**config.mk**
```make
export PLATFORM = sky130hd
export DESIGN_NAME = mem_access_unit_flat
export DESIGN_NICKNAME = d
export VERILOG_FILES = /design/src/rtl/mem_access_unit_pkg.sv /design/src/rtl/mem_access_unit_if.sv /design/src/rtl/mem_timeout_counter.sv /design/src/rtl/mem_access_unit.sv /design/src/flat_wrapper.sv
export SDC_FILE = /design/constraint.sdc
export NUM_CORES = 1
export LEC_CHECK = 0
export BUFFER_PORTS_ARGS = -buffer_cell sky130_fd_sc_hd__buf_2
export CAP_MARGIN = 20
export CORE_ASPECT_RATIO = 1.75
export CORE_MARGIN = 2
export CORE_UTILIZATION = 40
export CTS_CLUSTER_DIAMETER = 200
export CTS_CLUSTER_SIZE = 25
export DETAILED_ROUTE_END_ITERATION = 8
export PLACE_DENSITY = 0.74
export SLEW_MARGIN = 20
export SYNTH_ARGS = -nofsm -noshare
export SYNTH_HDL_FRONTEND = slang
export SYNTH_SLANG_ARGS = --single-unit
```
**constraint.sdc**
```tcl
create_clock -name clk -period 1.8 [get_ports clk]
set_input_delay 0.09 -clock clk [delete_from_list [all_inputs] [get_ports clk]]
set_output_delay 0.09 -clock clk [all_outputs]
set_load 0.03 [all_outputs]
```
**src/rtl/mem_access_unit_pkg.sv**
```systemverilog
// mem_access_unit_pkg: shared widths and FSM state encoding for the MEM stage
package mem_access_unit_pkg;
    localparam int WORD_LEN          = 32;
    localparam int REG_FILE_ADDR_LEN = 5;
    localparam logic [1:0] IDLE = 2'd0;
    localparam logic [1:0] BUSY = 2'd1;
    localparam logic [1:0] DONE = 2'd2;
endpackage

```
**src/rtl/mem_access_unit_if.sv**
```systemverilog
// mem_access_unit_if: req/ack data-memory bus between the MEM stage and memory
interface mem_access_unit_if #(parameter int WORD_W = 32);
    logic              mem_req;
    logic              mem_we;
    logic [WORD_W-1:0] mem_addr;
    logic [WORD_W-1:0] mem_wdata;
    logic [WORD_W-1:0] mem_rdata;
    logic              mem_ack;
    modport master(output mem_req, mem_we, mem_addr, mem_wdata, input mem_rdata, mem_ack);
    modport slave(input mem_req, mem_we, mem_addr, mem_wdata, output mem_rdata, mem_ack);
endinterface

```
**src/rtl/mem_timeout_counter.sv**
```systemverilog
// mem_timeout_counter: counts waiting cycles and flags the last one before abort
module mem_timeout_counter #(
    parameter int TIMEOUT = 64,
    parameter int CNT_W   = 7
) (
    input  logic clk,
    input  logic rst,
    input  logic clr,
    input  logic en,
    output logic expired
);
    logic [CNT_W-1:0] cnt;
    // cleared outside an access, advances on each unacknowledged wait cycle
    always_ff @(posedge clk)
        cnt <= (rst | clr) ? '0 : en ? cnt + CNT_W'(1) : cnt;
    assign expired = cnt == CNT_W'(TIMEOUT - 1);
endmodule

```
**src/rtl/mem_access_unit.sv**
```systemverilog
// mem_access_unit: MEM stage turning load/store enables into a stalling req/ack access
module mem_access_unit
    import mem_access_unit_pkg::*;
#(
    parameter int WORD_W  = WORD_LEN,
    parameter int ADDR_W  = REG_FILE_ADDR_LEN,
    parameter int TIMEOUT = 64,
    parameter int CNT_W   = 7
) (
    input  logic              clk,
    input  logic              rst,
    input  logic              WB_EN,
    input  logic              MEM_R_EN,
    input  logic              MEM_W_EN,
    input  logic [WORD_W-1:0] PC,
    input  logic [WORD_W-1:0] ALURes,
    input  logic [WORD_W-1:0] STVal,
    input  logic [ADDR_W-1:0] dest,
    output logic              freeze,
    mem_access_unit_if.master bus,
    output logic              WB_EN_out,
    output logic              MEM_R_EN_out,
    output logic [WORD_W-1:0] ALURes_out,
    output logic [WORD_W-1:0] memData_out,
    output logic [ADDR_W-1:0] dest_out,
    output logic [WORD_W-1:0] PC_out,
    output logic              mem_err
);
    logic [1:0]        state;
    logic              acc, idle, busy, done, expired;
    logic              lat_wb, lat_r;
    logic [WORD_W-1:0] lat_alu, lat_pc, rdata_q;
    logic [ADDR_W-1:0] lat_dest;

    assign acc    = MEM_R_EN | MEM_W_EN;
    assign idle   = state == IDLE;
    assign busy   = state == BUSY;
    assign done   = state == DONE;
    assign freeze = (idle & acc) | busy;

    mem_timeout_counter #(.TIMEOUT(TIMEOUT), .CNT_W(CNT_W)) u_timeout (
        .clk(clk),
        .rst(rst),
        .clr(~busy),
        .en(busy & ~bus.mem_ack),
        .expired(expired)
    );

    // access FSM: launch from IDLE, wait for ack or timeout in BUSY, retire in DONE
    always_ff @(posedge clk) begin
        if (rst) begin
            state         <= IDLE;
            bus.mem_req   <= 1'b0;
            bus.mem_we    <= 1'b0;
            bus.mem_addr  <= '0;
            bus.mem_wdata <= '0;
            mem_err       <= 1'b0;
            lat_wb        <= 1'b0;
            lat_r         <= 1'b0;
            lat_alu       <= '0;
            lat_pc        <= '0;
            lat_dest      <= '0;
            rdata_q       <= '0;
        end else if (idle & acc) begin
            state         <= BUSY;
            bus.mem_req   <= 1'b1;
            bus.mem_we    <= MEM_W_EN & ~MEM_R_EN;
            bus.mem_addr  <= {ALURes[WORD_W-1:2], 2'b00};
            bus.mem_wdata <= STVal;
            lat_wb        <= WB_EN;
            lat_r         <= MEM_R_EN;
            lat_alu       <= ALURes;
            lat_pc        <= PC;
            lat_dest      <= dest;
            if ((MEM_R_EN & MEM_W_EN) | (|ALURes[1:0]))
                mem_err <= 1'b1;
        end else if (busy & bus.mem_ack) begin
            state       <= DONE;
            bus.mem_req <= 1'b0;
            rdata_q     <= lat_r ? bus.mem_rdata : '0;
        end else if (busy & expired) begin
            state       <= DONE;
            bus.mem_req <= 1'b0;
            mem_err     <= 1'b1;
            rdata_q     <= '0;
            lat_wb      <= 1'b0;
        end else if (done) begin
            state <= IDLE;
        end
    end

    // MEM->WB register: bubble while frozen, retire latched access in DONE, else pass through
    always_ff @(posedge clk) begin
        if (rst) begin
            WB_EN_out    <= 1'b0;
            MEM_R_EN_out <= 1'b0;
            ALURes_out   <= '0;
            memData_out  <= '0;
            dest_out     <= '0;
            PC_out       <= '0;
        end else if (freeze) begin
            WB_EN_out    <= 1'b0;
            MEM_R_EN_out <= 1'b0;
        end else if (done) begin
            WB_EN_out    <= lat_wb;
            MEM_R_EN_out <= lat_r;
            ALURes_out   <= lat_alu;
            memData_out  <= rdata_q;
            dest_out     <= lat_dest;
            PC_out       <= lat_pc;
        end else begin
            WB_EN_out    <= WB_EN;
            MEM_R_EN_out <= MEM_R_EN;
            ALURes_out   <= ALURes;
            memData_out  <= '0;
            dest_out     <= dest;
            PC_out       <= PC;
        end
    end
endmodule

```
**src/flat_wrapper.sv**
```systemverilog
// flat-port wrapper written by rule: the top's interface ports become plain ports
module mem_access_unit_flat import mem_access_unit_pkg::*;
#(
    parameter int WORD_W  = WORD_LEN,
    parameter int ADDR_W  = REG_FILE_ADDR_LEN,
    parameter int TIMEOUT = 64,
    parameter int CNT_W   = 7
)
  (clk, rst, WB_EN, MEM_R_EN, MEM_W_EN, PC, ALURes, STVal, dest, freeze, WB_EN_out, MEM_R_EN_out, ALURes_out, memData_out, dest_out, PC_out, mem_err, bus_mem_req, bus_mem_we, bus_mem_addr, bus_mem_wdata, bus_mem_rdata, bus_mem_ack);
  mem_access_unit_if #(.WORD_W(WORD_W)) bus_i ();
  input  logic clk;
  input  logic rst;
  input  logic WB_EN;
  input  logic MEM_R_EN;
  input  logic MEM_W_EN;
  input  logic [WORD_W-1:0] PC;
  input  logic [WORD_W-1:0] ALURes;
  input  logic [WORD_W-1:0] STVal;
  input  logic [ADDR_W-1:0] dest;
  output logic freeze;
  output logic WB_EN_out;
  output logic MEM_R_EN_out;
  output logic [WORD_W-1:0] ALURes_out;
  output logic [WORD_W-1:0] memData_out;
  output logic [ADDR_W-1:0] dest_out;
  output logic [WORD_W-1:0] PC_out;
  output logic mem_err;
  output wire logic [$bits(bus_i.mem_req)-1:0] bus_mem_req;
  output wire logic [$bits(bus_i.mem_we)-1:0] bus_mem_we;
  output wire logic [$bits(bus_i.mem_addr)-1:0] bus_mem_addr;
  output wire logic [$bits(bus_i.mem_wdata)-1:0] bus_mem_wdata;
  input wire logic [$bits(bus_i.mem_rdata)-1:0] bus_mem_rdata;
  input wire logic [$bits(bus_i.mem_ack)-1:0] bus_mem_ack;
  assign bus_mem_req = bus_i.mem_req;
  assign bus_mem_we = bus_i.mem_we;
  assign bus_mem_addr = bus_i.mem_addr;
  assign bus_mem_wdata = bus_i.mem_wdata;
  assign bus_i.mem_rdata = bus_mem_rdata;
  assign bus_i.mem_ack = bus_mem_ack;
  mem_access_unit #(.WORD_W(WORD_W), .ADDR_W(ADDR_W), .TIMEOUT(TIMEOUT), .CNT_W(CNT_W)) u_core (.clk(clk), .rst(rst), .WB_EN(WB_EN), .MEM_R_EN(MEM_R_EN), .MEM_W_EN(MEM_W_EN), .PC(PC), .ALURes(ALURes), .STVal(STVal), .dest(dest), .freeze(freeze), .bus(bus_i), .WB_EN_out(WB_EN_out), .MEM_R_EN_out(MEM_R_EN_out), .ALURes_out(ALURes_out), .memData_out(memData_out), .dest_out(dest_out), .PC_out(PC_out), .mem_err(mem_err));
endmodule
```
Yosys cells after proc, flatten, opt, wreduce, memory -nomap -nowiden
Index checks and enable logic that the tools add are counted.
{"block": "op_classes", "n_addsub": 1, "n_eq_ne": 5, "mux": 22, "n_bitwise": 14, "n_reduce_logical": 12}
{"operator": "32-bit 2-to-1 mux", "n": 6}
{"operator": "1-bit 2-to-1 mux", "n": 12}
{"operator": "7-bit by 1-bit adder with 7-bit output (second input constant)", "n": 1}
{"operator": "7-bit by 6-bit == test with 1-bit output (second input constant)", "n": 1}
{"operator": "1-bit bitwise AND", "n": 6}
{"operator": "2-bit 2-to-1 mux", "n": 3}
{"operator": "3-bit nonzero test", "n": 2}
{"operator": "2-bit OR reduction", "n": 3}
{"operator": "5-bit 2-to-1 mux", "n": 1}
{"operator": "1-bit NOT", "n": 4}
{"operator": "1-bit OR", "n": 4}
{"operator": "2-bit AND reduction", "n": 2}
{"operator": "2-bit nonzero test", "n": 2}
{"operator": "4-bit nonzero test", "n": 1}
{"operator": "3-bit AND reduction", "n": 1}
{"operator": "2-bit by 1-bit == test with 1-bit output (second input constant)", "n": 1}
{"operator": "2-bit == test (second input constant)", "n": 1}
{"operator": "2-bit zero test", "n": 1}
{"operator": "2-bit by 1-bit inequality test with 1-bit output (second input constant)", "n": 1}
{"operator": "2-bit inequality test (second input constant)", "n": 1}
{"block": "word_totals", "reg_bits": 280, "in_bits": 139, "out_inout_bits": 171, "elab_cells": 74}

Depth between registers and ports, before layout
Gate-level depths: netlist of the first run.
{"block": "logic_depth", "word_depth": 5, "depth_mapped": 8, "mapped_depth_nobuf": 5}

Cells and area by module
From an unflattened synthesis of the first run, not the netlist that was laid out.
{"block": "unflattened", "hier_cells": 1043, "hier_area_um2": 9923.3}
{"mod": "mem_access_unit", "n_inst": 1, "cells_per_inst": 1008, "area_per_inst_um2": 9614.2, "seq_area_each_um2": 4864.7}
{"mod": "mem_timeout_counter", "n_inst": 1, "cells_per_inst": 35, "area_per_inst_um2": 309.0, "seq_area_each_um2": 140.1}

Worst setup path after synthesis of the first run
Ideal clock, no wire load.
{"block": "synth_timing", "kind": "register to register", "start": "register u_core.u_timeout.cnt[0]", "end": "register u_core.rdata_q[22]", "setup_time_ns": 0.117, "arrival_ns": 1.488, "setup_slack_ns": 0.195, "path_stages_with_launch": 8, "cell_sequence": "dfxtp_1 ha_1 and4_1 nand4b_2 and2_1 buf_6 buf_6 a22o_1"}
{"block": "synth_between", "elab_chain_len": 4}
{"item": "start: declaration", "line_no": "mem_timeout_counter.sv:12", "rtl": "logic [CNT_W-1:0] cnt;"}
{"item": "start signal: assignment", "line_no": "mem_timeout_counter.sv:15", "rtl": "cnt <= (rst | clr) ? '0 : en ? cnt + CNT_W'(1) : cnt;"}
{"item": "7-bit by 6-bit == test with 1-bit output", "line_no": "mem_timeout_counter.sv:16", "rtl": "assign expired = cnt == CNT_W'(TIMEOUT - 1);"}
{"item": "1-bit bitwise AND", "line_no": "mem_access_unit.sv:81", "rtl": "end else if (busy & expired) begin"}
{"item": "2-bit nonzero test (no source line)"}
{"item": "2-bit AND reduction (no source line)"}
{"item": "end signal: assignment", "line_no": "mem_access_unit.sv:80", "rtl": "rdata_q <= lat_r ? bus.mem_rdata : '0;"}
{"item": "end: declaration", "line_no": "mem_access_unit.sv:32", "rtl": "logic [WORD_W-1:0] lat_alu, lat_pc, rdata_q;"}
Every way passes these cells.
A chain may end at the register's enable or synchronous reset.

Worst setup path in the final report of the first run
{"block": "layout_timing", "start": "register u_core.u_timeout.cnt[1]", "end": "register u_core.rdata_q[21]"}
The elaborated chain is that of the path after synthesis.

==> results.cfg, run 1 <==
[status]
status = complete, no violations

[layout]
final_layout_size_suffix_gt1_share_pct = 28.0
stdcell_count = 1786
layout.nets = 1612
areaGrowthSynthToFinish_pct = 32.5

[global_route]
grt_pass1_wl_mm = 43.5
first_global_vias = 8818
antenna_found_initial = 4
overflow = 0
grt_max_degree = 107
grt.total_usage_pct = 20.6

[placed_design]
dp.cells = 1629
place_congestion = 0.786
hpwl_mm = 17.8
port_buffers = 307

[pwr]
sw_frac_of_total_pct = 31.4
p_switching_mw = 3.78
clock_power_share_pct = 25.3
cellLeakagePower_nw = 5.67
total_power_mw = 12.0
comb_power_share_pct = 23.6
cellPowerDensity_nw_per_um2 = 922
internal_power_mw = 8.26
p_seq_share_pct = 51.1
ir_drop_uv = 760

[setup_path]
r2r-end = u_core.rdata_q[21]
worst_path_max_delay_cell = dfxtp_1
r2r_slack_ps = 80
critPathKind = reg -> reg
critPathMaxFanout = 33
rr_worst_depth = 6
crit_chain = ha_2, and4_4, nand4b_2, and2_1, buf_12, a22o_1
arrival_ps = 2100
max_stage_delay_ps = 380
crit_family = simple AND/OR/NAND/NOR gates
worstPathRequired_ps = 2170
crit_path_end_kind = flip-flop
rr_startpoint = u_core.u_timeout.cnt[1]
critPathLaunchType = flip-flop
crit_buf_inv = 1

[synth]
yosys_warnings = 0
ys_seq_area_share_pct = 50.8
netlist_instances = 1117
ys.flop_type = dfxtp_1
synth.avg_cell_area_um2 = 8.82
syn_area_um2 = 9850
synth_edf_count = 0
ys_ff_latch = 250
synthArstFlopShare_pct = 0
synth_cell_types = 42

[die]
coreArea_um2 = 24400
die_area_um2 = 25900
initial_core_util_pct = 40.3
rows = 76
die_w_um = 123
ios = 310
die_y_um = 212

[timing]
fin_crit_ps = 1720
finalClockSkew_ps = 13.4
final-hold-violation-count = 0
drv_slew = 0
fmax_mhz = 580
fin_setup_tns_ps = 0
setup_violations = 0
period_share_pct = 95.8
max_slew_margin_pct = 61.0
rsz0062_at_grt = no
worst_pin_slew_ps = 586

[clocking]
clk_latency_ps = 480
path_clk_slew_ps = 100
clk_path_buf_depth = 3
cts_max_level = 1
cts_tree = built
cts_buffers = 13
cts-root-buf = clkbuf_16
clkSinkCount = 250

[routing]
wirelength_mm = 28.4
first_iter_violations = 544
drc_errors = 0
routedWlPerCell_um = 15.9
via_count = 9074
viasPerCell = 5.08
ant_nets = 0
dr.pass1.iters = 4

[worst_hold_path]
hold_depth = 3
hold_end = u_core.mem_err
hold_path.class = in -> reg
worstHoldStart = MEM_W_EN

[job]
max-cap-violations = 0
-- worst reg2reg max path, delay by kind of cell (launching register included) --
kind	cells	cell delay (ps)
adders and majority gates	1	220
and+or+nand+nor	3	580
AOI/OAI and AO/OA	1	270
buffers and inverters	1	170
DFF	1	380
-- cells in the final DEF (no fill, tap or decap), drive strengths merged, types with 2 or more instances in the layout --
cell / instances
xor2: 5
dlygate4sd3: 137
buf: 330
conb: 2
dfxtp: 250
nand3: 2
a22o: 32
and4: 2
o21a: 2
clkbuf: 14
or2: 2
a311oi: 69
nand2: 345
a22oi: 32
inv: 2
o21ai: 3
nor3: 2
a21oi: 106
diode: 4
nor2b: 4
nor2: 111
mux2i: 2
a31oi: 3
-- how the worst max path moves through the flow --
| stage | start | end | slack, ps | depth (start not counted) |
|---|---|---|---|---|
| global route | u_core.u_timeout.cnt[1] | u_core.rdata_q[16] | 2 | 6 |
| floorplan | u_core.u_timeout.cnt[0] | u_core.rdata_q[22] | 190 | 7 |
| detailed placement | u_core.u_timeout.cnt[0] | u_core.rdata_q[21] | 80 | 6 |
| CTS | MEM_R_EN | freeze | 20 | 7 |
| finish | u_core.u_timeout.cnt[1] | u_core.rdata_q[21] | 80 | 6 |
| global placement | u_core.u_timeout.cnt[0] | u_core.rdata_q[2] | 150 | 6 |
-- final cells by class --
cell class	count	area, µm²
tap	312	390
clock buffer	13	325
antenna	4	10.0
multi-input combinational	737	4060
sequential	250	5010
inverter	2	7.51
fill	2112	11400
timing repair buffer	468	3250
-- power by group through the flow --
stage               Sequential (mW)  Combinational [mW]  Clock (mW)
global placement               6.25                2.53           0
detailed placement             6.27                2.58           0
global route                   6.20                3.06        3.33
floorplan                      6.71                1.45           0
CTS                            6.14                2.83        3.14
finish                         6.15                2.84        3.05
-- metrics by stage --
step | worst slack, ps | instance area, µm² | utilization, % | hold slack (ps)
floorplan | 195 | 9850 | - | 215
CTS | 18.6 | 13000 | 53.2 | 51.7
global placement | 148 | 11300 | 46.3 | 301
finish | 75.5 | 13100 | 53.4 | 59.2
detailed placement | 84.8 | 11300 | 46.3 | 305
global route | 1.57 | 13000 | 53.4 | 59.7
-- kinds of logic (layout without fill, tap and decap cells) --
family / Yosys count / in the layout / share of synthesized area (%)
other: 1 / 6 / 0.0381
multiplexers: 3 / 3 / 0.318
AND/OR/NAND/NOR: 476 / 476 / 19.0
adder cells (fa/ha/maj): 1 / 1 / 0.127
AO/OA/AOI/OAI: 249 / 249 / 20.8
buffers and inverters: 131 / 483 / 8.43
flip-flops: 250 / 250 / 50.8
XOR/XNOR: 6 / 6 / 0.533
-- metal layers --
metal | vias up | global-route usage [%] | routed length [µm]
li1 | 4428 | - | -
met1 | 4244 | 23.2 | 11000
met5 | - | 0 | 13
met2 | 305 | 36.2 | 14500
met3 | 95 | 4.09 | 1560
met4 | 2 | 10.5 | 1340
-- flip-flops by register name (all words and copies together), names as in the netlist, 2 cells and up --
signal / flops
u_core.ALURes_out: 32
u_core.PC_out: 32
u_core.bus.mem_wdata: 32
u_core.dest_out: 5
u_core.lat_alu: 31
u_core.lat_dest: 5
u_core.lat_pc: 32
u_core.memData_out: 32
u_core.rdata_q: 32
u_core.state: 2
u_core.u_timeout.cnt: 7
-- synth_stat cells (2+ instances only) --
library cell | n | area (µm²)
a22o_1 | 32 | 280
dfxtp_1 | 250 | 5000
nand2_1 | 345 | 1290
inv_1 | 2 | 7.51
a22oi_1 | 32 | 240
buf_2 | 28 | 140
nor2_1 | 111 | 417
buf_6 | 15 | 169
a21oi_1 | 106 | 531
nor2b_1 | 3 | 18.8
a311oi_1 | 17 | 149
o21a_1 | 2 | 15.0
a31oi_1 | 3 | 18.8
mux2i_1 | 2 | 20.0
and4_1 | 2 | 17.5
a311oi_2 | 52 | 781
clkbuf_1 | 37 | 139
xor2_1 | 5 | 43.8
buf_4 | 48 | 360
o21ai_0 | 2 | 10.0
nand3_1 | 2 | 10.0
-- repair_timing --
item                                   in CTS  in global routing
endpoints found under the hold margin     210                  0
cloned                                      0                  0
setup endpoints to repair                   1                 32
buffers inserted                            0                  3
resized for setup                           4                  5
hold buffers                              137                  0
pin swaps                                   0                  1
Power figures use the tool's default switching activity.
==> run 2: changes to the inputs <==
==> constraint.sdc (replaced) <==
create_clock -name clk -period 1.8 [get_ports clk]
set_input_delay 0.18 -clock clk [delete_from_list [all_inputs] [get_ports clk]]
set_output_delay 0.18 -clock clk [all_outputs]
set_load 0.03 [all_outputs]
==> run 2 against run 1 <==
Critical path type is now reg -> out. Worst hold slack lost 30 ps. Worst setup slack gained 16 ps. Highest routed layer unchanged. Non-clock buffer count shrank 5. Cell count shrank 0.28%. First-iteration DRC count grew 8.5%. Fmax grew 0.92%. Register-to-register slack gained 30 ps. Via count grew 0.51%. Core utilization shrank 0.19 points. Routed wire length grew 0.48%. Largest power group unchanged. Combinational power is essentially flat.
==> results.cfg, run 2 (synthesis gave the netlist of run 1 again) <==
[layout]
final_common_cell = nand2_1
fillers = 2084
layout_common_cells = nand2_1, buf_2, dfxtp_1, dlygate4sd3_1, nor2_1
layout.nets = 1607
final_layout_size_suffix_gt1_share_pct = 28.0
areaGrowthSynthToFinish_pct = 32.0

[global_route]
grt_pass1_wl_mm = 44.2
antenna_found_initial = 3
grt.total_usage_pct = 20.8
overflow = 0
first_global_vias = 8997
grt_max_degree = 107

[timing]
max_slew_margin_pct = 61.4
setup_violations = 0
hold_ws_ps = 29.3
worst_pin_slew_ps = 579
fmax_mhz = 585
layout_setup_ws_ps = 91.1
final-hold-violation-count = 0
fin_crit_ps = 1710
rsz0062_at_grt = no
drv_slew = 0
finalClockSkew_ps = 16.6
period_share_pct = 94.9
fin_setup_tns_ps = 0

[pwr]
ir_drop_uv = 1010
cellLeakagePower_nw = 5.66
cellPowerDensity_nw_per_um2 = 926

[placed_design]
pre_cts_ws_ps = 102
place_congestion = 0.781
port_buffers = 307
hpwl_mm = 17.9

[die]
die_area_um2 = 25900
coreArea_um2 = 24400
initial_core_util_pct = 40.3
rows = 76
ios = 310
die_w_um = 123
die_y_um = 212

[setup_path]
worstPathRequired_ps = 1620
crit_chain = nor3_2, or2_4, inv_1, buf_6, buf_4
critPathKind = reg -> out
arrival_ps = 1530
max_stage_delay_ps = 390
crit_path_end_kind = output pin
crit_buf_inv = 3
worst_path_max_delay_cell = dfxtp_2
critPathMaxFanout = 6
crit_family = flip-flops
critPathLaunchType = flip-flop

[routing]
wirelength_mm = 28.5
routedWlPerCell_um = 16.0
first_iter_violations = 590
drc_errors = 0
ant_nets = 0
via_count = 9120
viasPerCell = 5.12
dr.pass1.iters = 5

[clocking]
cts-root-buf = clkbuf_16
clk_latency_ps = 490
path_clk_slew_ps = 100
clk_path_buf_depth = 3
cts_buffers = 13
cts_tree = built
cts_max_level = 1
clkSinkCount = 250

[job]
max-cap-violations = 0

[worst_hold_path]
hold_path.class = in -> reg

[status]
status = complete, no violations
-- run 2: cell types whose count changed in the layout (fill, tap and decap cells not counted), sizes merged --
| cell | previous run | this run |
|---|---|---|
| buf | 330 | 329 |
| inv | 2 | 3 |
| dlygate4sd3 | 137 | 133 |
| diode | 4 | 3 |
-- run 2: timing repair --
item	4_1_cts	5_1_grt
pin swaps	1	0
setup buffers	2	0
resized for setup	4	2
setup endpoints to repair	1	32
hold buffers	133	0
endpoints found under the hold margin	199	0
-- run 2: cell type report --
type                       count  area [µm²]  area share, %
multi-input combinational    737        4050           31.2
inverter                       2        7.51         0.0577
clock buffer                  13         325           2.50
clock inverter                 1        8.76         0.0673
antenna                        3        7.51         0.0577
tap                          312         390           3.00
timing repair buffer         463        3210           24.6
sequential                   250        5010           38.5
-- run 2: worst paths after layout --
kind                           startpoint                      end  slack, ps  depth (start not counted)
setup reg to reg  u_core.u_timeout.cnt[1]       u_core.rdata_q[19]        110                          6
hold / removal                      WB_EN            u_core.lat_wb         30                          3
setup / recovery          u_core.state[0]                   freeze         90                          5
hold reg to reg   u_core.bus.mem_wdata[7]  u_core.bus.mem_wdata[7]        460                          2
-- run 2: worst min-delay path: stages --
cell	delay, ps
buf_2	110
a32oi_1	60
a21oi_1	120
-- run 2: metal layers --
metal | routed length, µm | global-route usage [%] | vias to the layer above
met5 | 13 | 0 | -
met4 | 1340 | 10.3 | 2
met3 | 1520 | 3.64 | 98
met2 | 14500 | 37.0 | 310
met1 | 11200 | 23.6 | 4292
li1 | - | - | 4418
-- run 2: where the power goes --
group / switching (mW) / leakage, nW / internal, mW
registers: 0.217 / 2.05 / 5.93
clock network: 1.75 / 0.165 / 1.32
logic: 1.82 / 3.45 / 1.01
-- run 2: metrics by stage --
stage | instances | area, µm² | utilization [%] | power (mW)
floorplan | 1118 | 9850 | - | 8.16
global placement | 1629 | 11300 | 46.3 | 8.79
detailed placement | 1629 | 11300 | 46.3 | 8.86
CTS | 1778 | 13000 | 53.2 | 12.2
global route | 1778 | 13000 | 53.2 | 12.6
finish | 1781 | 13000 | 53.2 | 12.0
==> run 3: changes to the inputs <==
- CORE_ASPECT_RATIO: 1.75 -> default
==> run 3 against run 2 <==
Via count increased by 0.50%. Die area is 0.19% lower. Clock power barely moved. Cell count increased by 1.1%.
==> results.cfg, run 3 (synthesis gave the netlist of run 1 again) <==
[status]
status = complete, no violations

[routing]
ant_nets = 0
routedWlPerCell_um = 15.7
via_count = 9166
dr.pass1.iters = 5
viasPerCell = 5.09
first_iter_violations = 680
drc_errors = 0
wirelength_mm = 28.3

[worst_hold_path]
hold_depth = 3
hold_path.class = in -> reg
worstHoldStart = MEM_R_EN

[die]
ios = 310
die_area_um2 = 25900
die_y_um = 161
coreArea_um2 = 24200
initial_core_util_pct = 40.6
rows = 57
die_w_um = 161

[layout]
final_layout_size_suffix_gt1_share_pct = 28.4
areaGrowthSynthToFinish_pct = 33.2
fillers = 2117
finish.utilization_pct = 54.1
final_common_cell = nand2_1
layout.nets = 1616
layout_common_cells = nand2_1, buf_2, dfxtp_1, dlygate4sd3_1, nor2_1

[timing]
period_share_pct = 95.3
setup_violations = 0
drv_slew = 0
rsz0062_at_grt = no
final-hold-violation-count = 0
fin_crit_ps = 1720
fin_setup_tns_ps = 0
worst_pin_slew_ps = 763
max_slew_margin_pct = 49.1
fmax_mhz = 583
finalClockSkew_ps = 11.6

[placed_design]
place_congestion = 0.801
hpwl_mm = 16.7
port_buffers = 307

[clocking]
cts-root-buf = clkbuf_16
clk_latency_ps = 480
path_clk_slew_ps = 100
clkSinkCount = 250
cts_tree = built
cts_buffers = 13
cts_max_level = 1
clk_path_buf_depth = 3

[job]
max-cap-violations = 0

[pwr]
ir_drop_uv = 649
cellLeakagePower_nw = 5.72
cellPowerDensity_nw_per_um2 = 925

[setup_path]
crit_chain = or2_4, inv_2, buf_12, buf_4
crit_path_end_kind = output pin
rr_worst_depth = 6
max_stage_delay_ps = 400
startpoint = u_core.state[1]
critPathKind = reg -> out
rr_startpoint = u_core.u_timeout.cnt[1]
worstPathRequired_ps = 1620
critPathLaunchType = flip-flop
arrival_ps = 1540
worst_path_max_delay_cell = dfxtp_2
critPathMaxFanout = 10

[global_route]
grt_max_degree = 132
antenna_found_initial = 2
grt.total_usage_pct = 20.7
grt_pass1_wl_mm = 44.6
first_global_vias = 8885
overflow = 0
## run 3: critical path: cells and delay by family, from the launching register on
kind,cells,cell delay [ps]
simple gates,1,290
buf+inv,3,360
flops,1,400
## run 3: final cells by class
type | instances | area, µm² | share of cell area (%)
diodes | 2 | 5.00 | 0.0381
clock buffers | 13 | 325 | 2.48
inverters | 2 | 7.51 | 0.0572
multi-input cells | 737 | 4050 | 30.9
flip-flops and latches | 250 | 5010 | 38.2
well taps | 324 | 405 | 3.09
repair buffers | 472 | 3310 | 25.3
## run 3: report_power, final
part | leakage (nW) | switching (mW) | internal, mW
clock network | 0.160 | 1.76 | 1.31
logic | 3.51 | 1.83 | 1.08
registers | 2.05 | 0.225 | 5.93
total | 5.72 | 3.81 | 8.32
## run 3: metal layers
layer | track usage (%) | share of wire [%] | vias to the layer above | wire, µm
met5 | 0 | 0 | - | 0
met4 | 6.78 | 2.6 | 0 | 727
met3 | 4.49 | 6.9 | 57 | 1960
met2 | 36.2 | 49 | 348 | 13700
met1 | 25.4 | 42 | 4324 | 11900
li1 | - | - | 4437 | -
## run 3: stage by stage
| stage | hold WS [ps] | power (mW) | std cells | setup slack (ps) | area, µm² |
|---|---|---|---|---|---|
| 2_1_floorplan | 305 | 8.16 | 1118 | 195 | 9850 |
| 5_1_grt | 7.33 | 12.7 | 1800 | 5.06 | 13100 |
| 6_report | 20.7 | 12.1 | 1800 | 84.0 | 13100 |
| 3_3_place_gp | 390 | 8.83 | 1648 | 164 | 11400 |
| 3_5_place_dp | 395 | 8.89 | 1648 | 104 | 11400 |
| 4_1_cts | 1.15 | 12.2 | 1798 | 44.9 | 13100 |
## run 3: what timing repair did
action | CTS | global route
endpoints found under the hold margin | 199 | 0
resized for setup | 5 | 4
hold buffers | 134 | 0
cloned | 1 | 0
endpoints found under the setup margin | 1 | 25
pin swaps | 1 | 1
setup buffers | 2 | 0
## run 3: worst paths after layout
check | end | slack, ps
setup / recovery | freeze | 80
hold / removal | u_core.lat_r | 20
setup reg to reg | u_core.rdata_q[31] | 90
hold reg to reg | u_core.bus.mem_wdata[3] | 460
